[src/rtl/s2p_frame_shifter_if.sv]
// -----------------------------------------------------------------------------
// s2p_frame_shifter_if
//   Frame handshake between the serial-to-parallel frame shifter (master) and
//   the parallel datapath that consumes completed frames (slave).
//
//   FRAME_Q    master -> slave  WIDTH  last completed frame
//   FRAME_VLD  master -> slave  1      FRAME_Q holds an unaccepted frame
//   FRAME_RDY  slave  -> master 1      consumer accepts FRAME_Q when FRAME_VLD=1
// -----------------------------------------------------------------------------
interface s2p_frame_shifter_if #(
  parameter int WIDTH = 8
);
  logic [WIDTH-1:0] FRAME_Q;
  logic             FRAME_VLD;
  logic             FRAME_RDY;

  modport master (
    output FRAME_Q,
    output FRAME_VLD,
    input  FRAME_RDY
  );

  modport slave (
    input  FRAME_Q,
    input  FRAME_VLD,
    output FRAME_RDY
  );
endinterface

[src/rtl/s2p_frame_shifter.sv]
// -----------------------------------------------------------------------------
// s2p_frame_shifter
//   Multi-lane shift register and frame assembler sitting between the serial
//   line front-end and the parallel datapath. Each PUSH shifts LANES bits from
//   S_IN into Q and LANES bits out on S_OUT. Every WIDTH/LANES pushes complete
//   a frame, which is captured into FRAME_Q and offered downstream through a
//   VLD/RDY handshake. A frame completing while the previous one is still
//   pending is dropped and flagged on the sticky OVF output.
//
// Parameters
//   WIDTH  register/frame width; WIDTH % LANES == 0 and WIDTH/LANES >= 2
//   LANES  bits shifted per PUSH; 1 <= LANES < WIDTH
//
// Ports
//   CLK    in   1       rising-edge clock
//   RST_N  in   1       asynchronous active-low reset
//   ENB    in   1       1 = execute MODO this cycle; 0 = hold Q, S_OUT, counter
//   MODO   in   2       00 HOLD, 01 PUSH, 10 CYCLE, 11 LOAD
//   DIR    in   1       0 = toward MSB, 1 = toward LSB
//   D      in   WIDTH   parallel load data
//   S_IN   in   LANES   serial input bits
//   frm    master       FRAME_Q / FRAME_VLD out, FRAME_RDY in
//   Q      out  WIDTH   shift register contents
//   S_OUT  out  LANES   bits shifted out on the last PUSH; 0 otherwise
//   OVF    out  1       sticky: a completed frame was dropped
// -----------------------------------------------------------------------------
module s2p_frame_shifter #(
  parameter int WIDTH = 8,
  parameter int LANES = 1
) (
  input  logic                   CLK,
  input  logic                   RST_N,
  input  logic                   ENB,
  input  logic [1:0]             MODO,
  input  logic                   DIR,
  input  logic [WIDTH-1:0]       D,
  input  logic [LANES-1:0]       S_IN,
  s2p_frame_shifter_if.master    frm,
  output logic [WIDTH-1:0]       Q,
  output logic [LANES-1:0]       S_OUT,
  output logic                   OVF
);

  localparam int BEATS = WIDTH / LANES;
  localparam int CNT_W = $clog2(BEATS) + 1;
  localparam logic [CNT_W-1:0] LAST_BEAT = CNT_W'(BEATS - 1);

  typedef enum logic [1:0] {
    MODE_HOLD  = 2'b00,
    MODE_PUSH  = 2'b01,
    MODE_CYCLE = 2'b10,
    MODE_LOAD  = 2'b11
  } mode_e;

  // ---------------------------------------------------------------------------
  // Shift helpers. DIR=0 moves data toward the MSB (new bits enter at the LSB
  // end), DIR=1 moves data toward the LSB (new bits enter at the MSB end).
  // ---------------------------------------------------------------------------
  function automatic logic [WIDTH-1:0] shift_in(
    input logic [WIDTH-1:0] v,
    input logic [LANES-1:0] s,
    input logic             dir
  );
    if (!dir) return {v[WIDTH-LANES-1:0], s};
    else      return {s, v[WIDTH-1:LANES]};
  endfunction

  function automatic logic [LANES-1:0] shift_out(
    input logic [WIDTH-1:0] v,
    input logic             dir
  );
    if (!dir) return v[WIDTH-1 -: LANES];
    else      return v[LANES-1:0];
  endfunction

  // A rotate is a shift whose input lanes are the lanes falling off the end.
  function automatic logic [WIDTH-1:0] rotate(
    input logic [WIDTH-1:0] v,
    input logic             dir
  );
    return shift_in(v, shift_out(v, dir), dir);
  endfunction

  // Registered state (stage p1)
  logic [WIDTH-1:0] q_p1;
  logic [LANES-1:0] s_out_p1;
  logic [CNT_W-1:0] cnt_p1;
  logic [WIDTH-1:0] frame_q_p1;
  logic             vld_p1;
  logic             ovf_p1;

  // Next-state decode (stage p0)
  mode_e            mode_p0;
  logic [WIDTH-1:0] q_p0;
  logic [LANES-1:0] s_out_p0;
  logic [CNT_W-1:0] cnt_p0;
  logic             frame_done_p0;
  logic             load_p0;
  logic             accept_p0;
  logic [WIDTH-1:0] frame_q_p0;
  logic             vld_p0;
  logic             ovf_p0;

  assign mode_p0 = mode_e'(MODO);

  // ---------------------------------------------------------------------------
  // Stage p0: shift register, S_OUT and beat counter next state.
  // ---------------------------------------------------------------------------
  always_comb begin
    q_p0          = q_p1;
    s_out_p0      = s_out_p1;
    cnt_p0        = cnt_p1;
    frame_done_p0 = 1'b0;
    load_p0       = 1'b0;

    if (ENB) begin
      unique case (mode_p0)
        MODE_HOLD: begin
          s_out_p0 = '0;
        end
        MODE_PUSH: begin
          s_out_p0 = shift_out(q_p1, DIR);
          q_p0     = shift_in(q_p1, S_IN, DIR);
          // The counter is direction-agnostic: any PUSH is one beat.
          if (cnt_p1 == LAST_BEAT) begin
            cnt_p0        = '0;
            frame_done_p0 = 1'b1;
          end else begin
            cnt_p0 = cnt_p1 + CNT_W'(1);
          end
        end
        MODE_CYCLE: begin
          s_out_p0 = '0;
          q_p0     = rotate(q_p1, DIR);
        end
        MODE_LOAD: begin
          s_out_p0 = '0;
          q_p0     = D;
          cnt_p0   = '0;
          load_p0  = 1'b1;
        end
        default: begin
          s_out_p0 = '0;
        end
      endcase
    end
  end

  // ---------------------------------------------------------------------------
  // Stage p0: frame handshake. Runs every cycle regardless of ENB. A frame
  // completing in the same cycle the pending one is accepted takes its place
  // without a VLD bubble; a frame completing while the pending one is stalled
  // is dropped. LOAD clears OVF even if an overflow happens the same cycle.
  // ---------------------------------------------------------------------------
  always_comb begin
    accept_p0  = vld_p1 & frm.FRAME_RDY;
    frame_q_p0 = frame_q_p1;
    vld_p0     = vld_p1 & ~accept_p0;
    ovf_p0     = ovf_p1;

    if (frame_done_p0) begin
      if (!vld_p1 || accept_p0) begin
        // The captured frame is the post-shift register value.
        frame_q_p0 = q_p0;
        vld_p0     = 1'b1;
      end else begin
        ovf_p0 = 1'b1;
      end
    end

    if (load_p0) begin
      ovf_p0 = 1'b0;
    end
  end

  // ---------------------------------------------------------------------------
  // Stage p1: state registers. Reset discards partial and pending frames.
  // ---------------------------------------------------------------------------
  always_ff @(posedge CLK or negedge RST_N) begin
    if (!RST_N) begin
      q_p1       <= '0;
      s_out_p1   <= '0;
      cnt_p1     <= '0;
      frame_q_p1 <= '0;
      vld_p1     <= 1'b0;
      ovf_p1     <= 1'b0;
    end else begin
      q_p1       <= q_p0;
      s_out_p1   <= s_out_p0;
      cnt_p1     <= cnt_p0;
      frame_q_p1 <= frame_q_p0;
      vld_p1     <= vld_p0;
      ovf_p1     <= ovf_p0;
    end
  end

  assign Q             = q_p1;
  assign S_OUT         = s_out_p1;
  assign OVF           = ovf_p1;
  assign frm.FRAME_Q   = frame_q_p1;
  assign frm.FRAME_VLD = vld_p1;

endmodule

[src/flat_wrapper.sv]
// flat-port wrapper written by rule: the top's interface ports become plain ports
module s2p_frame_shifter_flat 
#(
  parameter int WIDTH = 8,
  parameter int LANES = 1
)
  (CLK, RST_N, ENB, MODO, DIR, D, S_IN, Q, S_OUT, OVF, frm_FRAME_Q, frm_FRAME_VLD, frm_FRAME_RDY);
  s2p_frame_shifter_if #(.WIDTH(WIDTH)) frm_i ();
  input  logic CLK;
  input  logic RST_N;
  input  logic ENB;
  input  logic [1:0] MODO;
  input  logic DIR;
  input  logic [WIDTH-1:0] D;
  input  logic [LANES-1:0] S_IN;
  output logic [WIDTH-1:0] Q;
  output logic [LANES-1:0] S_OUT;
  output logic OVF;
  output wire logic [$bits(frm_i.FRAME_Q)-1:0] frm_FRAME_Q;
  output wire logic [$bits(frm_i.FRAME_VLD)-1:0] frm_FRAME_VLD;
  input wire logic [$bits(frm_i.FRAME_RDY)-1:0] frm_FRAME_RDY;
  assign frm_FRAME_Q = frm_i.FRAME_Q;
  assign frm_FRAME_VLD = frm_i.FRAME_VLD;
  assign frm_i.FRAME_RDY = frm_FRAME_RDY;
  s2p_frame_shifter #(.WIDTH(WIDTH), .LANES(LANES)) u_core (.CLK(CLK), .RST_N(RST_N), .ENB(ENB), .MODO(MODO), .DIR(DIR), .D(D), .S_IN(S_IN), .frm(frm_i), .Q(Q), .S_OUT(S_OUT), .OVF(OVF));
endmodule
[config.mk]
export PLATFORM = sky130hd
export DESIGN_NAME = s2p_frame_shifter_flat
export DESIGN_NICKNAME = d
export VERILOG_FILES = /design/src/rtl/s2p_frame_shifter_if.sv /design/src/rtl/s2p_frame_shifter.sv /design/src/flat_wrapper.sv
export SDC_FILE = /design/constraint.sdc
export NUM_CORES = 1
export LEC_CHECK = 0
export BUFFER_PORTS_ARGS = -buffer_cell sky130_fd_sc_hd__buf_2
export CAP_MARGIN = 20
export CORE_AREA = 2 2 52 54
export CTS_CLUSTER_DIAMETER = 120
export DETAILED_ROUTE_END_ITERATION = 10
export DIE_AREA = 0 0 54 56
export PLACE_DENSITY = 0.73
export SKIP_CTS_REPAIR_TIMING = 1
export SLEW_MARGIN = 40
export SYNTH_ARGS = -nofsm -noshare
export SYNTH_HDL_FRONTEND = slang
export SYNTH_SLANG_ARGS = --single-unit
[constraint.sdc]
create_clock -name CLK -period 2.34 [get_ports CLK]
set_clock_uncertainty 0.1 [all_clocks]
set_input_delay 0.117 -clock CLK [delete_from_list [all_inputs] [get_ports CLK]]
set_output_delay 0.117 -clock CLK [all_outputs]
set_load 0.02 [all_outputs]
Word-level counts from Yosys, hierarchy flattened
Cells that the tools add are included.
- add/subtract/negate cells: 1
- multiplexer cells: 18
- reduce and logical (&&, ||, !) cells: 9
- bitwise gates (word level): 3
- equality and inequality tests: 5
- operator list (kind ; number):
    2-to-1 mux 8 bit ; 3
    one-hot mux 8 bit (3 select lines) ; 1
    2-to-1 mux 1 bit ; 11
    one-hot mux 4 bit (2 select lines) ; 1
    AND reduction 2 bit ; 3
    adder 4 x 1 -> 4 bit (second input constant) ; 1
    equality test 2 bit (second input constant) ; 2
    equality test 4 x 3 -> 1 bit (second input constant) ; 1
    2-to-1 mux 4 bit ; 1
    nonzero test 2 bit ; 2
    OR reduction 3 bit ; 1
    bitwise AND 1 bit ; 2
    equality test 2 x 1 -> 1 bit (second input constant) ; 1
    logical NOT 2 bit ; 1
    inequality test 2 x 1 -> 1 bit (second input constant) ; 1
    one-hot mux 1 bit (2 select lines) ; 1
    logical NOT 1 bit ; 1
    logical OR 1 bit ; 1
    NOT 1 bit ; 1
- register bits: 23
- input bits: 16

Longest topological paths before layout
- depth in word-level cells: 6
- depth in mapped cells: 4
- mapped depth without buffers: 4

Least setup slack after synthesis
Ideal clock, no wire load.
- path kind: reg-to-reg
- from: register u_core.cnt_p1[0]
- to: register u_core.frame_q_p1[0] (netlist: u_core.frm.FRAME_Q[0])
- cell stages (with the launch flop): 5
- clock period less this slack: 1.732 ns
- slack: 0.608 ns
- data required time: 2.115 ns
- arrival: 1.507 ns
- library setup time: 0.125 ns
- path buffers: 0
- cell sequence: dfrtp_1 -> ha_1 -> nand3b_1 -> nor4_4 -> mux2_2
- cells in the longest elaborated chain, start to end: 5
- RTL lines (item ; RTL line ; RTL):
    start, declared ; s2p_frame_shifter.sv:87 ; logic [CNT_W-1:0] cnt_p1;
    start signal, assigned ; s2p_frame_shifter.sv:190 ; cnt_p1 <= cnt_p0;
    equality test 4 x 3 -> 1 bit ; s2p_frame_shifter.sv:125 ; if (cnt_p1 == LAST_BEAT) begin
    2-to-1 mux 1 bit ; s2p_frame_shifter.sv:125 ;
    2-to-1 mux 1 bit ; s2p_frame_shifter.sv:117 ; unique case (mode_p0)
    2-to-1 mux 1 bit ; s2p_frame_shifter.sv:116 ; if (ENB) begin
    AND reduction 2 bit (no line) ; -- ;
    end signal, assigned ; s2p_frame_shifter.sv:191 ; frame_q_p1 <= frame_q_p0;
    end, declared ; s2p_frame_shifter.sv:88 ; logic [WIDTH-1:0] frame_q_p1;
No other way between the ends.
A chain may end at the register's enable or synchronous reset.

Final worst setup path
- from: register u_core.cnt_p1[0]
- to: register u_core.frame_q_p1[7] (netlist: u_core.frm.FRAME_Q[7])
The elaborated chain is that of the path after synthesis.

==> results_dict.tcl <==
set metrics [dict create \
    status "finished clean" \
    antenna_found_initial 0 \
    cts_tree "yes" \
    ys_types 34 \
    hold_viol_final 0 \
    start_kind "flip-flop" \
    synth_area_leaders "dfrtp_1, mux2i_1, mux2_2" \
    crit_arrival_ns 2.09 \
    ios 35 \
    clockBufferDepth 2 \
    tightestPinTransition_ns 0.711 \
    crit_type "flip-flop to flip-flop" \
    hold_class "primary input to flip-flop" \
    initial_core_util_pct 48.6 \
    nets 160 \
    yosys.area.top_type_share_pct 48.7 \
    use_met1_pct 25.3 \
    layout_min_cycle_time_ns 1.99 \
    power.leakage_nw 0.744 \
    num-fill-cells 224 \
    yosys.cell_count.top_type "dfrtp_1" \
    yosysWarnings 0 \
    peakVddDrop_mv 0.478 \
    syn-num-nets 119 \
    dieWidth_um 54 \
    setup_slack_ns 0.350 \
    clk_pin_slew_worst_paths_ns 0.12 \
    core_um2 2430 \
    required_ns 2.44 \
    cts.sinks 23 \
    cap_viol_max_count 0 \
    relSlewSlack_pct 52.1 \
    setup_viol 0 \
    post-route-period-util_pct 85.0 \
    grt_util_met2_pct 31.4 \
    drt_first_pass_iters 4 \
    cp-end-kind "flip-flop" \
    max_freq_mhz 503 \
    synth_ff_type "dfrtp_1" \
    grt_max_degree 24 \
    synth_edf_count 0 \
    dp.final_hpwl_um 1920 \
    grt_pass1_wl_um 4350 \
    met3_usage_pct 2.96 \
    syn_avg_cell_area_um2 11.6 \
    port_buffers 34 \
    synthCells 102 \
    netlist_top_cells_count "dfrtp_1, mux2i_1, mux2_2, nor3_1" \
    area_growth_pct 23.3 \
    wire_per_inst_um 15.3 \
    remaining_drc_errors 0 \
    whs_path_depth 2 \
    drt_iter0_markers 14 \
    fp.dieH_um 56 \
    layout-drive-gt1-share_pct 34.5 \
    synth_largest_area_cell "dfrtp_1" \
    clk_latency_ns 0.31 \
    cts_root_buffer "clkbuf_4" \
    dieArea_um2 3020 \
    fin_setup_tns_ns 0 \
    ys_async_sr_fraction_pct 100 \
    r2r_cells 4 \
    slew_viol_final 0 \
    ant_nets 0 \
    routed_wl_um 2630 \
    hold_ws_ns 0.0796 \
    multi_input_area_um2 569 \
    grt-ovfl-total 0 \
    netlist_area_um2 1180 \
    yosysSeqAreaShare_pct 48.7 \
    dp_slack_ns 0.364 \
    insertedDiodeCount 0 \
    globalRouteTotalUtil_pct 19.1 \
    ff_latch_area_um2 576 \
    grt_busiest_layer "met2" \
    cts_buffers 3 \
    h-tree-depth 1 \
    rows 18 \
    rsz0062_at_grt "no" \
    gp_congestion 0.713 \
    cp_max_fo 8 \
    grt_pass1_vias 962 \
    p_per_area_nw_per_um2 622 \
    vias_per_cell 5.62 \
    ys_ff_latch 23 \
    dr_total_vias 966 \
]
==> sequential cells by signal (all words and copies together) (netlist names) <==
signal and cells:
u_core.S_OUT 1, u_core.frm.FRAME_VLD 1, u_core.OVF 1, u_core.Q 8
u_core.cnt_p1 4, u_core.frm.FRAME_Q 8
==> path summary, 6_finish.rpt <==
check | startpoint | to | slack, ns
setup / recovery | u_core.cnt_p1[0] | u_core.frm.FRAME_Q[7] | 0.35
hold / removal | ENB | u_core.frm.FRAME_VLD | 0.08
setup reg to reg | u_core.cnt_p1[0] | u_core.frm.FRAME_Q[7] | 0.35
hold reg to reg | u_core.S_OUT | u_core.S_OUT | 0.39
max in group asynchronous | RST_N | u_core.S_OUT | 1.60
min in group asynchronous | RST_N | u_core.Q[4] | 0.19
==> worst max-delay path, stage by stage, from the launching register on <==
cell and delay (ns):
dfrtp_1 0.41, ha_1 0.24, nand3b_1 0.17, nor4_4 0.58, mux2_2 0.40
==> cells by family (layout without fill, tap and decap cells) <==
family,Yosys count,in the layout,synth area share (%)
muxes,17,17,15.3
and+or+nand+nor,30,30,16.2
DFF,23,23,48.7
xor gates and xnor gates,1,1,0.742
buffers and inverters,7,47,3.07
AOI/OAI and AO/OA,23,23,14.9
adders and majority gates,1,1,1.06
==> stage by stage <==
stage / area, µm² / util (%) / instances / power, mW
finish: 1460 / 59.9 / 172 / 0.906
global route: 1460 / 59.9 / 172 / 0.961
CTS: 1390 / 57.0 / 165 / 0.905
detailed placement: 1360 / 55.9 / 161 / 0.721
global placement: 1360 / 55.9 / 161 / 0.713
floorplan: 1180 / - / 102 / 0.636
==> cell usage in the layout, fill, tap and decap left out <==
cell           instances
a22o_1                 1
a21o_1                 1
inv_2                  1
nor2_1                 1
clkbuf_1               1
mux2_2                 8
a31o_2                 1
and3b_1                1
and4b_1                1
o21ai_0                4
ha_1                   1
xnor2_1                1
nor2b_1                2
mux2i_1                9
nand3b_1               1
clkbuf_4               3
nor3_1                 7
nor4_4                 1
o211ai_1               2
a221o_1                6
buf_2                 34
a41oi_1                1
inv_1                  1
nor4bb_1               1
dlygate4sd3_1          7
o21a_1                 1
dfrtp_1               23
a21oi_1                3
o22a_1                 2
nand2b_4               1
a211oi_1               1
nand2_1                6
nand2b_1               4
nand3_1                3
and3_1                 1
==> final cells by class <==
| cell class | instances | area share [%] |
|---|---|---|
| repair buffers | 41 | 16.5 |
| inverters | 2 | 0.515 |
| flip-flops and latches | 23 | 39.5 |
| multi-input cells | 72 | 39.1 |
| clock buffers | 4 | 1.80 |
| well taps | 30 | 2.58 |
==> power by group <==
part / leakage (nW) / internal [mW] / switching [mW]
Clock: 0.0150 / 0.0664 / 0.118
Combinational: 0.429 / 0.102 / 0.128
Sequential: 0.300 / 0.441 / 0.0509
==> per-layer routing <==
layer	routed length, µm	vias up
met5	0	-
met4	21	0
met3	102	2
met2	1320	21
met1	1190	478
li1	-	465
(Power assumes the default switching activity.)
